==> src/rtl/row_seq_pkg.sv <==
// Shared constants for the weight-row sequencer: FSM state encoding
// and default lane geometry (LANE_W = N + CL bits per lane).
package row_seq_pkg;

  localparam logic [1:0] IDLE  = 2'd0;
  localparam logic [1:0] FETCH = 2'd1;
  localparam logic [1:0] ISSUE = 2'd2;
  localparam logic [1:0] DONE  = 2'd3;

  localparam int SEQ_N  = 16;
  localparam int SEQ_CL = 8;
  localparam int LANE_W = SEQ_N + SEQ_CL;

endpackage

==> src/rtl/row_addr_counter.sv <==
// Saturating ROM row counter that rests on park row S.
// clr: park at S; inc: S->0, else +1 up to S-1. addr, is_last (addr==S-1).
module row_addr_counter #(
  parameter int S  = 8,
  parameter int AW = 4
) (
  input  logic          clk,
  input  logic          rst_n,
  input  logic          clr,
  input  logic          inc,
  output logic [AW-1:0] addr,
  output logic          is_last
);

  localparam logic [AW-1:0] PARK = AW'(S);
  localparam logic [AW-1:0] LAST = AW'(S - 1);

  always_ff @(posedge clk) begin
    if (!rst_n) begin
      addr <= PARK;
    end else if (clr) begin
      addr <= PARK;
    end else if (inc) begin
      if (addr == PARK)
        addr <= '0;
      else if (addr != LAST)
        addr <= addr + 1'b1;
    end
  end

  assign is_last = (addr == LAST);

endmodule

==> src/rtl/row_weight_sequencer.sv <==
// Walks weight ROM rows 0..S-1, issuing each over valid/ready, then pulses done.
// Ports: start/abort, rom_addr/rom_w, row_* handshake bundle, busy, done.
// Optional SEQ_DUAL_ISSUE_EN: every row is issued twice (row_pass 0 then 1).
module row_weight_sequencer
  import row_seq_pkg::*;
#(
  parameter int M     = 8,
  parameter int S     = 8,
  parameter int N     = SEQ_N,
  parameter int CL    = SEQ_CL,
  // address must be able to reach park row S
  parameter int ADDRW = 3
) (
  input  logic                  clk,
  input  logic                  rst_n,
  input  logic                  start,
  input  logic                  abort,
  output logic [ADDRW:0]        rom_addr,
  input  logic [M*(N+CL)-1:0]   rom_w,
  output logic [M*(N+CL)-1:0]   row_data,
  output logic [ADDRW:0]        row_idx,
  output logic                  row_pass,
  output logic                  row_valid,
  input  logic                  row_ready,
  output logic                  row_last,
  output logic                  busy,
  output logic                  done
);

`ifdef SEQ_DUAL_ISSUE_EN
  localparam logic DUAL = 1'b1;
`else
  localparam logic DUAL = 1'b0;
`endif

  logic [1:0]     state;
  logic           pass;
  logic           last_q;
  logic [ADDRW:0] addr;
  logic           is_last;
  logic           hs;
  logic           row_fin;
  logic           to_done;
  logic           cnt_clr;
  logic           cnt_inc;

  // a row is finished only by the handshake of its final pass
  assign hs      = (state == ISSUE) & row_ready & ~abort;
  assign row_fin = hs & (pass | ~DUAL);
  assign to_done = hs & last_q;
  assign cnt_clr = abort | to_done;
  assign cnt_inc = ((state == IDLE) & start) | row_fin;

  row_addr_counter #(
    .S  (S),
    .AW (ADDRW + 1)
  ) u_cnt (
    .clk     (clk),
    .rst_n   (rst_n),
    .clr     (cnt_clr),
    .inc     (cnt_inc),
    .addr    (addr),
    .is_last (is_last)
  );

  always_ff @(posedge clk) begin
    if (!rst_n) begin
      state    <= IDLE;
      pass     <= 1'b0;
      last_q   <= 1'b0;
      row_data <= '0;
      row_idx  <= '0;
      row_pass <= 1'b0;
    end else begin
      unique case (state)
        IDLE: begin
          pass <= 1'b0;
          if (!abort && start)
            state <= FETCH;
        end
        FETCH: begin
          if (abort) begin
            state <= IDLE;
          end else begin
            row_data <= rom_w;
            row_idx  <= addr;
            row_pass <= pass;
            last_q   <= is_last & (pass | ~DUAL);
            state    <= ISSUE;
          end
        end
        ISSUE: begin
          if (abort) begin
            state <= IDLE;
          end else if (row_ready) begin
            if (last_q) begin
              state <= DONE;
            end else begin
              state <= FETCH;
              pass  <= DUAL & ~pass;
            end
          end
        end
        DONE: state <= IDLE;
      endcase
    end
  end

  assign rom_addr  = addr;
  assign row_valid = (state == ISSUE);
  assign row_last  = row_valid & last_q;
  assign busy      = (state != IDLE);
  assign done      = (state == DONE);

endmodule
==> config.mk <==
export PLATFORM = sky130hd
export DESIGN_NAME = row_weight_sequencer
export DESIGN_NICKNAME = d
export VERILOG_FILES = /design/src/rtl/row_seq_pkg.sv /design/src/rtl/row_addr_counter.sv /design/src/rtl/row_weight_sequencer.sv
export SDC_FILE = /design/constraint.sdc
export NUM_CORES = 1
export LEC_CHECK = 0
export CAP_MARGIN = 20
export CORE_AREA = 2 2 158 160
export CTS_BUF_LIST = sky130_fd_sc_hd__clkbuf_8
export DETAILED_ROUTE_END_ITERATION = 10
export DIE_AREA = 0 0 160 162
export GPL_TIMING_DRIVEN = 0
export PLACE_DENSITY = 0.69
export SLEW_MARGIN = 20
export SYNTH_ARGS = -nofsm -noshare
export SYNTH_HDL_FRONTEND = slang
export SYNTH_SLANG_ARGS = --single-unit
==> constraint.sdc <==
create_clock -name clk -period 1.9 [get_ports clk]
set_input_delay 0.19 -clock clk [delete_from_list [all_inputs] [get_ports clk]]
set_output_delay 0.19 -clock clk [all_outputs]
set_load 0.005 [all_outputs]
==> metrics, run 1 <==
status completed; relative slew slack between 50% and 60%; CTS Hold Bufs 0; core area 24,100 µm²; Syn. warnings 0; critical path's largest stage delay slightly below 0.6 ns; Critical Path AT 1.57 ns; register area 4060 µm²; Critical-path top delay cell clkdlybuf4s50_1; Sum Neg Setup Slack 0 ns; post-synth top area share between 50% and 60%; DR pass1 iterations 4; via count 7,559; Slew Limit Fails 0; Clock transition at path regs around 0.060 ns; Filler Cell Count roughly 2,300; Syn Nets between 1,000 and 1,500; global placement routability congestion about 0.8; Worst Hold Class input pin to flop; post-CTS setup buffers 0; Die Y-Extent 162 µm; syn avg cell area 8.52 µm²; share of async-settable or async-resettable flops after synthesis 0%; Post-Route WL between 20,000 and 30,000 µm; Die Footprint approximately 26,000 µm²; r2r setup slk ~0.17 ns; Fin. Hold Viols 0; hold path start rst_n; ranking of synthesized cells by area dfxtp_1 53%, nand2_1 19%, a21boi_1 13%, a21boi_0 6.4%, buf_6 2.3%; Worst-Margin Slew approximately 0.61 ns; max-cap viol count 0; Max Clk Rate between 500 and 600 MHz; # setup viols final 0; IR drop worst, VDD 0.000798 V; ant diodes 0; worst path cell trace clkdlybuf4s50_1; flops & latches, synth 203; TritonCTS clock tree yes; most numerous cell in the Yosys netlist nand2_1; initial antenna violation count 0; vias in the first global route 7,397; critical path fanouts, max 6; WS Path Type flop to output port; worst hold path cell count 3; initial drt markers 352; share of layout cells above drive strength 1 roughly 7.1%; WP data required between 1.5 and 2 ns; RSZ-0062 raised after global routing false; startpoint type of the worst setup path flop; multi-input logic area 3230 µm²; largest net degree at the start of global routing 11; Top delay family on crit path buffers and inverters; DR WL/cell about 16 µm; Post-synth top cells 396 x nand2_1, 203 x dfxtp_1, 131 x a21boi_1; total congestion overflow 0; Post-DRT Antenna Nets 0; CP endpoint kind output port; count of cell types in the netlist 29; FP Rows 57; global-route wire length before repair just over 40,000 µm; sequential area share after synthesis roughly 53%; Overall Global Routing Usage 19.5%; clk_lat worst skew about 0.51 ns; drc violations 0; worst path bufs/invs 1; vias per cell 4.46; post-DP HPWL 19,900 µm; Leakage 4.60 nW; Post-synth EDFFs 0; CTS Root Cell clkbuf_8; Top Ports around 400; Num CTS Buffers 37; FF-to-FF path depth 7; Syn Std Cell Area 7730 µm²; total power between 9 and 10 mW; Area growth syn-to-layout 66.5%; Hold EP state[1]; PwrDens roughly 730 nW/µm²; clk buf depth 3; nets@finish roughly 1,500; r2r startpoint state[1]; CTS Sinks a little over 200; worst hold slack roughly 0.11 ns; post-synth top area cell dfxtp_1; H-tree depth 2; Port Buf Inserts 399; Cells after Synth 908; Top FF cell, synth dfxtp_1; fin crit share slightly above 90%; Initial Util between 30 and 40%; Tmin final between 1.5 and 2 ns; width of the chip between 150 and 200 µm; FF-to-FF End row_data[75]; Setup Skew 0.0158 ns
## flip-flops by register name, indices dropped and copies added, names as in the netlist
name / count
last_q: 1
row_data: 192
row_idx: 4
state: 2
u_cnt.addr: 4
## timing repair
action,CTS,global route
cloned,0,0
endpoints found under the setup margin,4,21
resized for setup,7,2
## per-stage QoR
step                instance area (µm²)  util, %  instances  setup slack, ns
finish                            12900     53.4       1693            0.140
global route                      12900     53.4       1693           0.0130
CTS                               12900     53.4       1693          0.00256
detailed placement                12100     50.3       1631           -0.215
global placement                  12100     50.3       1631           -0.180
floorplan                          7730        -        908            0.485
## cell usage in the layout, fill, tap and decap left out, types with 2 or more instances in the layout
cell	netlist	final
buf_6	16	16
clkinv_2	0	3
a21oi_1	2	2
nand2_1	396	396
a211oi_1	3	3
a221o_1	2	2
and2_1	2	2
mux2i_1	3	3
buf_1	5	5
buf_2	21	20
nand3_1	6	6
ha_1	2	2
buf_4	4	4
clkbuf_8	0	50
a21boi_1	131	131
dfxtp_1	203	203
o21ai_0	2	2
nand2b_1	4	4
dlygate4sd2_1	0	3
clkbuf_1	24	23
a21boi_0	66	66
inv_1	5	14
clkdlybuf4s50_1	0	395
## worst max-delay path by stage
stage	startpoint	to	slack, ns	cells after the start
finish	u_cnt.addr[0]	rom_addr[0]	0.14	1
global route	state[1]	row_data[64]	0.01	7
CTS	state[1]	row_valid	0.003	3
detailed placement	abort	row_data[75]	-0.21	7
global placement	abort	row_data[75]	-0.18	7
floorplan	state[1]	row_data[100]	0.49	7
## layout make-up
| type | count | area share, % |
|---|---|---|
| inverters | 5 | 0.146 |
| clock buffers | 49 | 5.24 |
| multi-input cells | 630 | 25.1 |
| well taps | 324 | 3.15 |
| flip-flops and latches | 203 | 31.6 |
| plain buffers | 70 | 3.39 |
| clock inverters | 13 | 0.437 |
| repair buffers | 399 | 31.0 |
## per-layer routing
metal | routed length, µm | track usage, %
met1 | 10700 | 22.1
met2 | 12500 | 34.1
met3 | 2320 | 6.79
met4 | 824 | 6.88
met5 | 0 | 0
## kinds of logic (layout without fill, tap and decap cells)
kind of cell,count (synthesis),count (layout),share of synthesized area [%]
muxes,3,3,0.388
adders and majority gates,2,2,0.323
other,1,1,0.0485
and+or+nand+nor,417,417,20.9
AOI/OAI and AO/OA,207,207,20.0
DFF,203,203,52.5
buffers and inverters,75,536,5.73
## power breakdown
part | leakage (nW) | internal [mW] | switching, mW
Sequential | 1.64 | 4.35 | 0.0471
Clock | 0.412 | 2.29 | 1.78
Combinational | 2.55 | 0.643 | 0.325
Total | 4.60 | 7.28 | 2.16
(Power assumes the default switching activity.)
==> run 2: changes to the inputs <==
--- a/config.mk
+++ b/config.mk
@@ -11,7 +11,8 @@
 export DETAILED_ROUTE_END_ITERATION = 10
 export DIE_AREA = 0 0 160 162
 export GPL_TIMING_DRIVEN = 0
-export PLACE_DENSITY = 0.69
+export HOLD_SLACK_MARGIN = 0.08
+export PLACE_DENSITY = 0.67
 export SLEW_MARGIN = 20
 export SYNTH_ARGS = -nofsm -noshare
 export SYNTH_HDL_FRONTEND = slang
==> metrics, run 2 (synthesis gave the netlist of run 1 again) <==
status completed; pre-CTS setup slack -0.177 ns (+0.0381 ns); via count 7,559 (unchanged); post-CTS setup buffers 0 (unchanged); dpl cell area 12,100 µm² (unchanged); DR WL/cell 15.8 µm (+0.96%); PwrDens 731 nW/µm² (-0.17%); IR drop worst, VDD 0.000630 V (-21%); initial antenna violation count 1 (+1); CP endpoint kind output port; Final Instance Area 12,900 µm² (about the same); fin crit share 91.8% (-0.84 points); TritonCTS clock tree yes; Fin. Hold Viols 0 (unchanged); WS Path Type flop to output port; CTS Sinks 203 (unchanged); most common cell after layout, fill and taps aside nand2_1; multi-input logic area 3230 µm² (unchanged); register area 4060 µm² (unchanged); Initial Util 32.1% (unchanged); vias in the first global route 7,513 (+1.6%); Critical Path AT 1.55 ns (-0.02 ns); Tmin final 1.74 ns (-0.0160 ns); global-route wire length before repair 41,000 µm (+1.9%); largest registers row_data (192), row_idx (4), u_cnt.addr (4); initial drt markers 311 (-12%); WP data required 1.71 ns (about the same); Port Buf Inserts 399 (unchanged); share of layout cells above drive strength 1 7.01% (-0.078 points); Num CTS Buffers 37 (unchanged); Max Clk Rate 573 MHz (+0.92%); startpoint type of the worst setup path flop; Cell Int Power 7.28 mW (about the same); Top reg by flops row_data; nets@finish 1,545 (unchanged); global placement routability congestion 0.789 (-3.7%); Post-Route WL 26,700 µm (+1.1%); final worst-path setup slack 0.156 ns (+0.0160 ns); RSZ-0062 raised after global routing false; Die Y-Extent 162 µm (unchanged); Leakage 4.61 nW (+0.21%); CTS Root Cell clkbuf_8; Sw Share 22.8% (-0.074 points); Filler Cell Count 2,343 (+1.8%); Post-DRT Antenna Nets 0 (unchanged); Die Footprint 25,900 µm² (unchanged); max-cap viol count 0 (unchanged); sequential power share 46.6% (about the same); post-DP HPWL 20,200 µm (+1.3%); switching power 2.15 mW (-0.40%); Overall Global Routing Usage 19.7% (+0.27 points); Setup Skew 0.0177 ns (+0.00185 ns); vias per cell 4.46 (-0.12%); most frequent cells in the layout 396 x nand2_1, 395 x clkdlybuf4s50_1, 203 x dfxtp_1; Clock transition at path regs 0.06 ns (about the same); FP Rows 57 (unchanged); total congestion overflow 0 (unchanged); drc violations 0 (unchanged); Gate power share 10.3% (about the same); clk buf depth 3 (unchanged); Slew Limit Fails 0 (unchanged); Area growth syn-to-layout 66.6% (about the same); Top Ports 402 (unchanged); critical path fanouts, max 10 (+4); Sum Neg Setup Slack 0 ns (unchanged); Clock power frac 43.1% (about the same); clk_lat worst skew 0.51 ns (about the same); width of the chip 160 µm (unchanged); core area 24,100 µm² (unchanged); relative slew slack 64.8% (+5.7 points); Worst Hold Class input pin to flop; worst hold slack 0.222 ns (+0.111 ns); Worst-Margin Slew 0.529 ns (-0.0848 ns); H-tree depth 2 (unchanged); largest net degree at the start of global routing 11 (unchanged); DR pass1 iterations 6 (+2); max reg flops 192 (unchanged); # setup viols final 0 (unchanged)
==> run 2: final timing paths <==
kind                      from       endpoint  slack (ns)  cells past startpoint
hold reg to reg   row_data[26]   row_data[26]        0.45                      2
setup / recovery      state[0]           busy        0.16                      3
setup reg to reg      state[1]   row_data[74]        0.17                      7
hold / removal      rom_w[146]  row_data[146]        0.22                      3
==> run 2: worst max-delay path, cell delays in order (launching register included) <==
cell and delay [ns]:
dfxtp_1 0.32, clkbuf_8 0.16, or2_2 0.28, dlygate4sd2_1 0.28
==> run 2: stage by stage <==
step | util (%) | std cells | power (mW)
after global routing | 53.5 | 1695 | 9.87
after global placement | 50.3 | 1631 | 5.45
after floorplan | - | 908 | 4.77
final | 53.5 | 1695 | 9.43
after CTS | 53.5 | 1695 | 9.58
after detailed placement | 50.3 | 1631 | 5.46
==> run 2: area by class of cell <==
| class | count | area share [%] |
|---|---|---|
| diodes | 1 | 0.0194 |
| inverters | 5 | 0.146 |
| well taps | 324 | 3.15 |
| flip-flops and latches | 203 | 31.5 |
| plain buffers | 69 | 3.36 |
| clock buffers | 49 | 5.23 |
| multi-input cells | 630 | 25.1 |
| clock inverters | 14 | 0.456 |
| repair buffers | 400 | 31.1 |
==> run 2: timing repair <==
item                                    in CTS  in global routing
gates resized for setup                      7                  2
endpoints found under the hold margin        2                  0
endpoints found under the setup margin       4                 17
hold buffers                                 1                  0
==> run 2: routing by layer <==
| metal | share of wire (%) | vias to the layer above | track usage [%] |
|---|---|---|---|
| met5 | 0 | - | 0 |
| li1 | - | 3798 | - |
| met1 | 40 | 3447 | 22.0 |
| met4 | 2.6 | 0 | 6.76 |
| met3 | 7.8 | 54 | 6.33 |
| met2 | 50 | 260 | 35.6 |
==> run 2: power by group through the flow <==
stage / sequential (mW) / clock, mW / combinational (mW)
detailed placement: 4.48 / 0 / 0.977
global placement: 4.48 / 0 / 0.974
floorplan: 4.49 / 0 / 0.285
finish: 4.39 / 4.06 / 0.973
CTS: 4.39 / 4.21 / 0.986
global route: 4.40 / 4.41 / 1.05
